===== src/rtl/branch_redirect_pkg.sv =====
// rtl/branch_redirect_pkg.sv - shared constants, branch op codes and FSM encoding for branch_redirect
package branch_redirect_pkg;

   localparam logic [31:0] RESET_PC_DEF = 32'h0040_0000;
   localparam logic [31:0] PC_INC       = 32'd4;
   localparam logic [31:0] TGT_MASK     = 32'hFFFF_FFFC;

   typedef enum logic [2:0] {
      OP_NONE = 3'b000,
      OP_BEQ  = 3'b001,
      OP_BNE  = 3'b010,
      OP_BLEZ = 3'b011,
      OP_BGTZ = 3'b100,
      OP_BLTZ = 3'b101
   } branch_op_e;

   typedef enum logic {
      ST_RUN  = 1'b0,
      ST_PEND = 1'b1
   } state_e;

   // Conditional branches are the only ops that feed the performance counters
   function automatic logic is_cond_branch(input logic [2:0] op);
      return (op >= 3'(OP_BEQ)) && (op <= 3'(OP_BLTZ));
   endfunction

endpackage


===== src/rtl/branch_redirect_if.sv =====
// rtl/branch_redirect_if.sv - ID-stage decision inputs and fetch-side outputs of branch_redirect
interface branch_redirect_if #(parameter int CNT_W = 16);

   logic              i_id_valid;
   logic              i_id_stall;
   logic              i_if_hold;
   logic [2:0]        i_branch_op;
   logic              i_branch_taken;
   logic [31:0]       i_branch_target;
   logic              i_jump;
   logic [31:0]       i_jump_target;
   logic [31:0]       o_pc;
   logic              o_if_flush;
   logic              o_redirect;
   logic [CNT_W-1:0]  o_branch_cnt;
   logic [CNT_W-1:0]  o_taken_cnt;

   modport master (
      output i_id_valid, i_id_stall, i_if_hold, i_branch_op, i_branch_taken,
             i_branch_target, i_jump, i_jump_target,
      input  o_pc, o_if_flush, o_redirect, o_branch_cnt, o_taken_cnt
   );

   modport slave (
      input  i_id_valid, i_id_stall, i_if_hold, i_branch_op, i_branch_taken,
             i_branch_target, i_jump, i_jump_target,
      output o_pc, o_if_flush, o_redirect, o_branch_cnt, o_taken_cnt
   );

endinterface


===== src/rtl/branch_redirect_sat_counter.sv =====
// rtl/branch_redirect_sat_counter.sv - W-bit up counter that sticks at all-ones
module sat_counter #(
   parameter int W = 16
) (
   input  logic         clk,
   input  logic         rst_n,
   input  logic         inc,
   output logic [W-1:0] count
);

   logic [W-1:0] count_q;

   // Count up on inc, holding once every bit is set
   always_ff @(posedge clk) begin
      if (!rst_n) begin
         count_q <= '0;
      end else if (inc && (count_q != '1)) begin
         count_q <= count_q + 1'b1;
      end
   end

   assign count = count_q;

endmodule


===== src/rtl/branch_redirect.sv =====
// rtl/branch_redirect.sv - PC register, IF/ID flush and pending-redirect FSM with branch counters
module branch_redirect
   import branch_redirect_pkg::*;
#(
   parameter logic [31:0] RESET_PC = RESET_PC_DEF,
   parameter int          CNT_W    = 16
) (
   input  logic            i_clk,
   input  logic            i_rst_n,
   branch_redirect_if.slave bus
);

   state_e       state_q;
   logic [31:0]  pc_q;
   logic [31:0]  pend_pc_q;
   logic         redirect_q;

   logic         resolve;
   logic         redir_req;
   logic [31:0]  target;
   logic [31:0]  pc_inc_d;
   logic         cnt_br_inc;
   logic         cnt_tk_inc;

   // A branch decision is only final once ID holds a real, unstalled instruction
   assign resolve   = bus.i_id_valid & ~bus.i_id_stall;
   assign redir_req = resolve & (bus.i_jump |
                      ((bus.i_branch_op != 3'(OP_NONE)) & bus.i_branch_taken));
   // Jump wins over branch; targets are always word aligned
   assign target    = (bus.i_jump ? bus.i_jump_target : bus.i_branch_target) & TGT_MASK;
   assign pc_inc_d  = pc_q + PC_INC;

   // While PEND the ID stage is behind the flush, so its inputs are not counted
   assign cnt_br_inc = resolve & is_cond_branch(bus.i_branch_op) & (state_q == ST_RUN);
   assign cnt_tk_inc = cnt_br_inc & bus.i_branch_taken;

   // PC update: take a target, park it across a fetch hold, or step sequentially
   always_ff @(posedge i_clk) begin
      if (!i_rst_n) begin
         state_q    <= ST_RUN;
         pc_q       <= RESET_PC;
         pend_pc_q  <= '0;
         redirect_q <= 1'b0;
      end else begin
         redirect_q <= 1'b0;
         case (state_q)
            ST_RUN: begin
               if (redir_req) begin
                  if (!bus.i_if_hold) begin
                     pc_q       <= target;
                     redirect_q <= 1'b1;
                  end else begin
                     pend_pc_q  <= target;
                     state_q    <= ST_PEND;
                  end
               end else if (!bus.i_if_hold) begin
                  pc_q <= pc_inc_d;
               end
            end
            ST_PEND: begin
               if (!bus.i_if_hold) begin
                  pc_q       <= pend_pc_q;
                  redirect_q <= 1'b1;
                  state_q    <= ST_RUN;
               end
            end
         endcase
      end
   end

   assign bus.o_pc       = pc_q;
   assign bus.o_redirect = redirect_q;
   assign bus.o_if_flush = (state_q == ST_PEND) | redir_req;

   sat_counter #(.W(CNT_W)) u_branch_cnt (
      .clk   (i_clk),
      .rst_n (i_rst_n),
      .inc   (cnt_br_inc),
      .count (bus.o_branch_cnt)
   );

   sat_counter #(.W(CNT_W)) u_taken_cnt (
      .clk   (i_clk),
      .rst_n (i_rst_n),
      .inc   (cnt_tk_inc),
      .count (bus.o_taken_cnt)
   );

endmodule


===== src/flat_wrapper.sv =====
// flat-port wrapper written by rule: the top's interface ports become plain ports
module branch_redirect_flat import branch_redirect_pkg::*;
#(
   parameter logic [31:0] RESET_PC = RESET_PC_DEF,
   parameter int          CNT_W    = 16
)
  (i_clk, i_rst_n, bus_i_id_valid, bus_i_id_stall, bus_i_if_hold, bus_i_branch_op, bus_i_branch_taken, bus_i_branch_target, bus_i_jump, bus_i_jump_target, bus_o_pc, bus_o_if_flush, bus_o_redirect, bus_o_branch_cnt, bus_o_taken_cnt);
  branch_redirect_if #(.CNT_W(CNT_W)) bus_i ();
  input  logic i_clk;
  input  logic i_rst_n;
  input wire logic [$bits(bus_i.i_id_valid)-1:0] bus_i_id_valid;
  input wire logic [$bits(bus_i.i_id_stall)-1:0] bus_i_id_stall;
  input wire logic [$bits(bus_i.i_if_hold)-1:0] bus_i_if_hold;
  input wire logic [$bits(bus_i.i_branch_op)-1:0] bus_i_branch_op;
  input wire logic [$bits(bus_i.i_branch_taken)-1:0] bus_i_branch_taken;
  input wire logic [$bits(bus_i.i_branch_target)-1:0] bus_i_branch_target;
  input wire logic [$bits(bus_i.i_jump)-1:0] bus_i_jump;
  input wire logic [$bits(bus_i.i_jump_target)-1:0] bus_i_jump_target;
  output wire logic [$bits(bus_i.o_pc)-1:0] bus_o_pc;
  output wire logic [$bits(bus_i.o_if_flush)-1:0] bus_o_if_flush;
  output wire logic [$bits(bus_i.o_redirect)-1:0] bus_o_redirect;
  output wire logic [$bits(bus_i.o_branch_cnt)-1:0] bus_o_branch_cnt;
  output wire logic [$bits(bus_i.o_taken_cnt)-1:0] bus_o_taken_cnt;
  assign bus_i.i_id_valid = bus_i_id_valid;
  assign bus_i.i_id_stall = bus_i_id_stall;
  assign bus_i.i_if_hold = bus_i_if_hold;
  assign bus_i.i_branch_op = bus_i_branch_op;
  assign bus_i.i_branch_taken = bus_i_branch_taken;
  assign bus_i.i_branch_target = bus_i_branch_target;
  assign bus_i.i_jump = bus_i_jump;
  assign bus_i.i_jump_target = bus_i_jump_target;
  assign bus_o_pc = bus_i.o_pc;
  assign bus_o_if_flush = bus_i.o_if_flush;
  assign bus_o_redirect = bus_i.o_redirect;
  assign bus_o_branch_cnt = bus_i.o_branch_cnt;
  assign bus_o_taken_cnt = bus_i.o_taken_cnt;
  branch_redirect #(.RESET_PC(RESET_PC), .CNT_W(CNT_W)) u_core (.i_clk(i_clk), .i_rst_n(i_rst_n), .bus(bus_i));
endmodule

===== config.mk =====
export PLATFORM = sky130hd
export DESIGN_NAME = branch_redirect_flat
export DESIGN_NICKNAME = d
export VERILOG_FILES = /design/src/rtl/branch_redirect_pkg.sv /design/src/rtl/branch_redirect_if.sv /design/src/rtl/branch_redirect_sat_counter.sv /design/src/rtl/branch_redirect.sv /design/src/flat_wrapper.sv
export SDC_FILE = /design/constraint.sdc
export NUM_CORES = 1
export LEC_CHECK = 0
export ABC_AREA = 0
export BUFFER_PORTS_ARGS = -buffer_cell sky130_fd_sc_hd__buf_2
export CORE_ASPECT_RATIO = 0.75
export CORE_UTILIZATION = 30
export CTS_CLUSTER_DIAMETER = 100
export DETAILED_ROUTE_END_ITERATION = 8
export SLEW_MARGIN = 15
export SYNTH_ARGS = -nofsm -noshare
export SYNTH_HDL_FRONTEND = slang
export SYNTH_SLANG_ARGS = --single-unit

===== constraint.sdc =====
create_clock -name i_clk -period 4 [get_ports i_clk]
set_input_delay 0.2 -clock i_clk [delete_from_list [all_inputs] [get_ports i_clk]]
set_output_delay 0.2 -clock i_clk [all_outputs]
set_load 0.01 [all_outputs]

* Word level (Yosys, flattened, before mapping)
Cells that the tools add are included.
Storage, ports and cells: bits in latches 0, input bits 74, output and inout port bits 66, memory bits (writable) 0, word-level logic and storage cells 43, memories kept 0, ROM bits 0, flip-flop bits (word level) 96
Cells by class: mux-type cells 12, $add $sub $neg 3, shift operators 0, equality and inequality tests 4, $mul 0, reductions and logical operators 6, order comparisons 2, bitwise operators 10, divide/modulo/power cells 0
Operators by type and width (number):
- $mux 32 | 5
- $pmux 32 s2 | 1
- $add 16x1->16 const B | 2
- $add 32x3->32 const B | 1
- $ne 16x16->1 const B | 2
- $and 1x1->1 | 6
- $mux 1 | 4
- $ne 2x2->1 const B | 2
- $pmux 1 s2 | 2
- $ge 3x1->1 const B | 1
- $le 3x3->1 const B | 1
- $logic_and 1x1->1 | 3
- $reduce_and 3->1 | 1
- $reduce_bool 3->1 | 1
- $not 1->1 | 2
- $or 1x1->1 | 2
- $reduce_and 2->1 | 1

* Depth between registers and ports, before layout
depth after elaboration 6, depth in mapped cells 8

* Cells and area by module
Synthesis repeated with hierarchy kept, for this count alone.
Second synthesis, totals: cell total of the unflattened synthesis 625, area total of the unflattened synthesis 5255.0 um^2
By module, submodules not included:
- branch_redirect | cells an instance 431, times used 1, area an instance 3580.9 um^2
- sat_counter | cells an instance 97, times used 2, area an instance 837.1 um^2

* Least setup slack after synthesis
OpenSTA, ideal clock, no wires.
path kind flip-flop to flip-flop, start point reg u_core.pc_q[2], in the netlist u_core.bus.o_pc[2], end point reg u_core.pc_q[18], in the netlist u_core.bus.o_pc[18], slack 2.030 ns, period minus slack after synthesis 1.970 ns, data arrival time 1.837 ns, setup time 0.133 ns, path buffers 0, stages on the path, launching flop included 7, data required time 3.867 ns, cell sequence dfxtp_1 -> ha_1 -> and3_1 -> nand4_2 -> or3_1 -> a2111oi_0 -> nor3_1
Between the ends: longest elaborated chain between the ends 4
Ends and longest elaborated chain:
- start: declaration | line branch_redirect.sv:14 | logic [31:0] pc_q;
- start signal: assignment | line branch_redirect.sv:50 | pc_q <= target;
- start signal: assignment | line branch_redirect.sv:57 | pc_q <= pc_inc_d;
- start signal: assignment | line branch_redirect.sv:62 | pc_q <= pend_pc_q;
- $add 32x3->32 | line branch_redirect.sv:31 | assign pc_inc_d = pc_q + PC_INC;
- $mux 32 | line branch_redirect.sv:56 | end else if (!bus.i_if_hold) begin
- $mux 32 | line branch_redirect.sv:48 | if (redir_req) begin
- $pmux 32 s2 | line branch_redirect.sv:46 | case (state_q)
No other way between the ends. The select of a mux whose other input is x is not followed. A chain may end at the register's enable or synchronous reset.

* Worst setup path in the final report
Ends and elaborated chain as after synthesis.

==> results.cfg <==
[route]
routed_wl_um = 15780
first_iter_violations = 358
drt-pass1-iter-count = 4
via_count = 5207
drc = 0
ant_nets = 0
avgRoutedWirePerCell_um = 15.78
viasPerCell = 5.207

[timing]
setup_viol = 0
hold_viol = 0
setup_tns_ns = 0
worst_slew_pin_slew_ns = 0.9307
slew_viol_final = 0
finClkSkew_ns = 0.009844
fin_ws_ns = 1.650
period_needed_ns = 2.350
rsz0062_at_grt = no
max_slew_margin_pct = 37.96
period_share_pct = 58.75
max_freq_ghz = 0.4256

[layout]
design_area_um2 = 6410
drive_gt1_share_pct = 22.91
num_antenna_cells = 0
areaGrowthSynthToFinish_pct = 21.14
stdcell_count = 1000
fin_nets = 837

[synthesis]
yosys_warnings = 0
avgSynthCellArea_um2 = 8.116
ys_seq_area_share_pct = 35.56
synthArstFlopShare_pct = 0
synthesis.area_um2 = 5291
synth_top_area_cell = dfxtp_1
synthTopCellsByArea = dfxtp_1 36%, mux2i_1 7.6%, a21oi_1 5.6%
synth-edff-count = 0
synth_cells = 652
synthTopCellsByCount = 94 x dfxtp_1, 66 x nor2_1, 59 x a21oi_1
yosysMostFrequentCell = dfxtp_1
synthDistinctLibCells = 60
synth_top_area_share_pct = 35.56
ys.flop_type = dfxtp_1
synth-seq-cells = 94

[clock_network]
worstSkewPairLatency_ns = 0.35
post_cts_buffers = 0
cts_max_level = 3
cts-root-buf = clkbuf_16
cts_tree = built
cts_resized = 0
clk_pin_slew_worst_paths_ns = 0.07
numCtsBuffers = 9
clockBufferDepth = 2
clock-sinks = 94
cts_hold_buf = 0

[die]
die_area_um2 = 18180
ioPinCount = 140
die_h_um = 117.0
die_w_um = 155.4
fp.coreArea_um2 = 17030
start_util_pct = 31.07
fp-row-count = 41

[setup_path]
cp_max_fo = 6
crit_start = u_core.bus.o_pc[2]
r2r_start = u_core.bus.o_pc[2]
worst_setup_path_end_kind = flip-flop
critPathKind = flip-flop to flip-flop
cp-endpoint = u_core.bus.o_pc[18]
path_cells = ha_1, and3_1, nand4_2, or3_1, a2111oi_0, nor3_1
required_ns = 4.21
regToRegEndpoint = u_core.bus.o_pc[18]
reg2reg_slack_ns = 1.65
critPathMaxStageDelay_ns = 0.49
r2r_cells = 6
path_buf_inv = 0
slowest_stage = a2111oi_0
crit_family = simple AND/OR/NAND/NOR gates
start_kind = flip-flop
cp_num_cells = 6
cp.arrival_ns = 2.56

[place]
port_buffers = 133
place_ws_ns = 1.302
finalWeightedCongestion = 0.7986
placed_cell_area_um2 = 6133
placed_cells = 985
dpl.hpwl_um = 10870

[global_routing]
grt_overflow = 0
busiest_layer = met1
grt_pass1_vias = 4513
grt_pass1_wl_um = 24900
met2_usage_pct = 25.02
grtUsageTotal_pct = 17.65
met1_usage_pct = 26.52
grt_start_max_net_pins = 44
use_met3_pct = 4.087
antenna_found_initial = 0

[min_path]
hp-class = input port to flip-flop
hold_start = bus_i_branch_target[8]

[run_status]
status = finished, final reports clean

[pwr]
power.leakage_nw = 2.572
power.total_mw = 2.119
ir_worst_vdd_mv = 0.1732
power_density_nw_per_um2 = 330.5

[run]
maxCapViolCount = 0
==> cell type report <==
class                      count  area (um2)
sequential                    94        1883
clock buffer                  11       242.7
timing repair buffer         143       740.7
tap                          236       295.3
multi-input combinational    502        3177
fill                        1811       10620
clock inverter                 4       33.78
inverter                      10       37.54
==> stage by stage <==
step	utilization, %	hold WS [ns]
after floorplan	-	0.3585
after CTS	37.64	0.2362
after detailed placement	36.01	0.4868
final	37.64	0.2431
after global placement	36.01	0.4743
after global routing	37.64	0.2741
==> layer usage <==
layer	share of wire (%)	wire length [um]	up-vias
met5	0	0	-
met4	1.1	173	0
met3	5.1	809	12
met2	40	6356	140
met1	53	8436	2390
li1	-	-	2665
==> how the worst min path moves through the flow <==
stage,end,slack (ns),cells after the start
after floorplan,u_core.state_q,0.36,2
after global placement,u_core.pend_pc_q[14],0.47,2
after detailed placement,u_core.bus.o_pc[31],0.49,1
after CTS,u_core.pend_pc_q[8],0.24,3
after global routing,u_core.pend_pc_q[7],0.27,3
final,u_core.pend_pc_q[8],0.24,3
==> worst reg2reg max path, delay by kind of cell, from the launching register on <==
family | cells | cell delay, ns
adder cells (fa/ha/maj) | 1 | 0.25
AND/OR/NAND/NOR | 4 | 1.04
flip-flops | 1 | 0.44
AO/OA/AOI/OAI | 1 | 0.49
==> power breakdown <==
group          leakage [nW]  switching, mW  internal, mW
clock network         0.132          0.379         0.439
logic                  1.67          0.166         0.118
registers             0.766         0.0452         0.971
total                  2.57          0.590          1.53
==> cells in the final DEF (no fill, tap or decap), types with 2 or more instances in the layout <==
| cell type | netlist | final |
|---|---|---|
| and4_1 | 5 | 5 |
| nor3_1 | 22 | 21 |
| and2_1 | 2 | 2 |
| o21ai_0 | 39 | 39 |
| a2111oi_0 | 4 | 4 |
| nand4_2 | 3 | 3 |
| or3_1 | 8 | 8 |
| a221oi_1 | 5 | 5 |
| o31ai_1 | 8 | 8 |
| clkinv_4 | 0 | 3 |
| inv_1 | 9 | 8 |
| o211ai_1 | 5 | 5 |
| mux2i_1 | 40 | 40 |
| clkbuf_16 | 0 | 9 |
| mux2_2 | 4 | 4 |
| nor2_1 | 66 | 66 |
| o21bai_1 | 3 | 3 |
| xnor2_1 | 12 | 12 |
| nand2_1 | 39 | 39 |
| a21oi_1 | 59 | 59 |
| and3_1 | 11 | 11 |
| nand2b_1 | 7 | 7 |
| or4_1 | 7 | 7 |
| buf_2 | 14 | 133 |
| o221ai_1 | 2 | 2 |
| conb_1 | 1 | 2 |
| a21boi_0 | 2 | 2 |
| nand3_1 | 28 | 28 |
| nand4_1 | 24 | 24 |
| xor2_1 | 13 | 13 |
| dfxtp_1 | 94 | 93 |
| or2_2 | 2 | 2 |
| ha_1 | 3 | 3 |
| nor4_1 | 11 | 11 |
| o21a_1 | 7 | 7 |
| o41ai_1 | 2 | 2 |
| a211oi_1 | 37 | 37 |
| buf_4 | 6 | 10 |
==> flip-flops by register name, indices dropped and copies added, names as in the netlist <==
name	flops
u_core.bus.o_redirect	1
u_core.state_q	1
u_core.pend_pc_q	30
u_core.u_branch_cnt.count	16
u_core.u_taken_cnt.count	16
u_core.bus.o_pc	30
==> cells by family (layout without fill, tap and decap cells) <==
group,after synthesis,in the layout,synth area share (%)
fa+ha+maj,3,3,0.7095
mux,44,44,8.418
xor+xnor,25,25,4.138
buf+inv,57,168,4.824
other cells,1,2,0.07087
simple gates,243,243,24.10
compound gates,185,185,22.18
flops,94,94,35.56
Note: power is estimated with default switching activity, not from simulation.
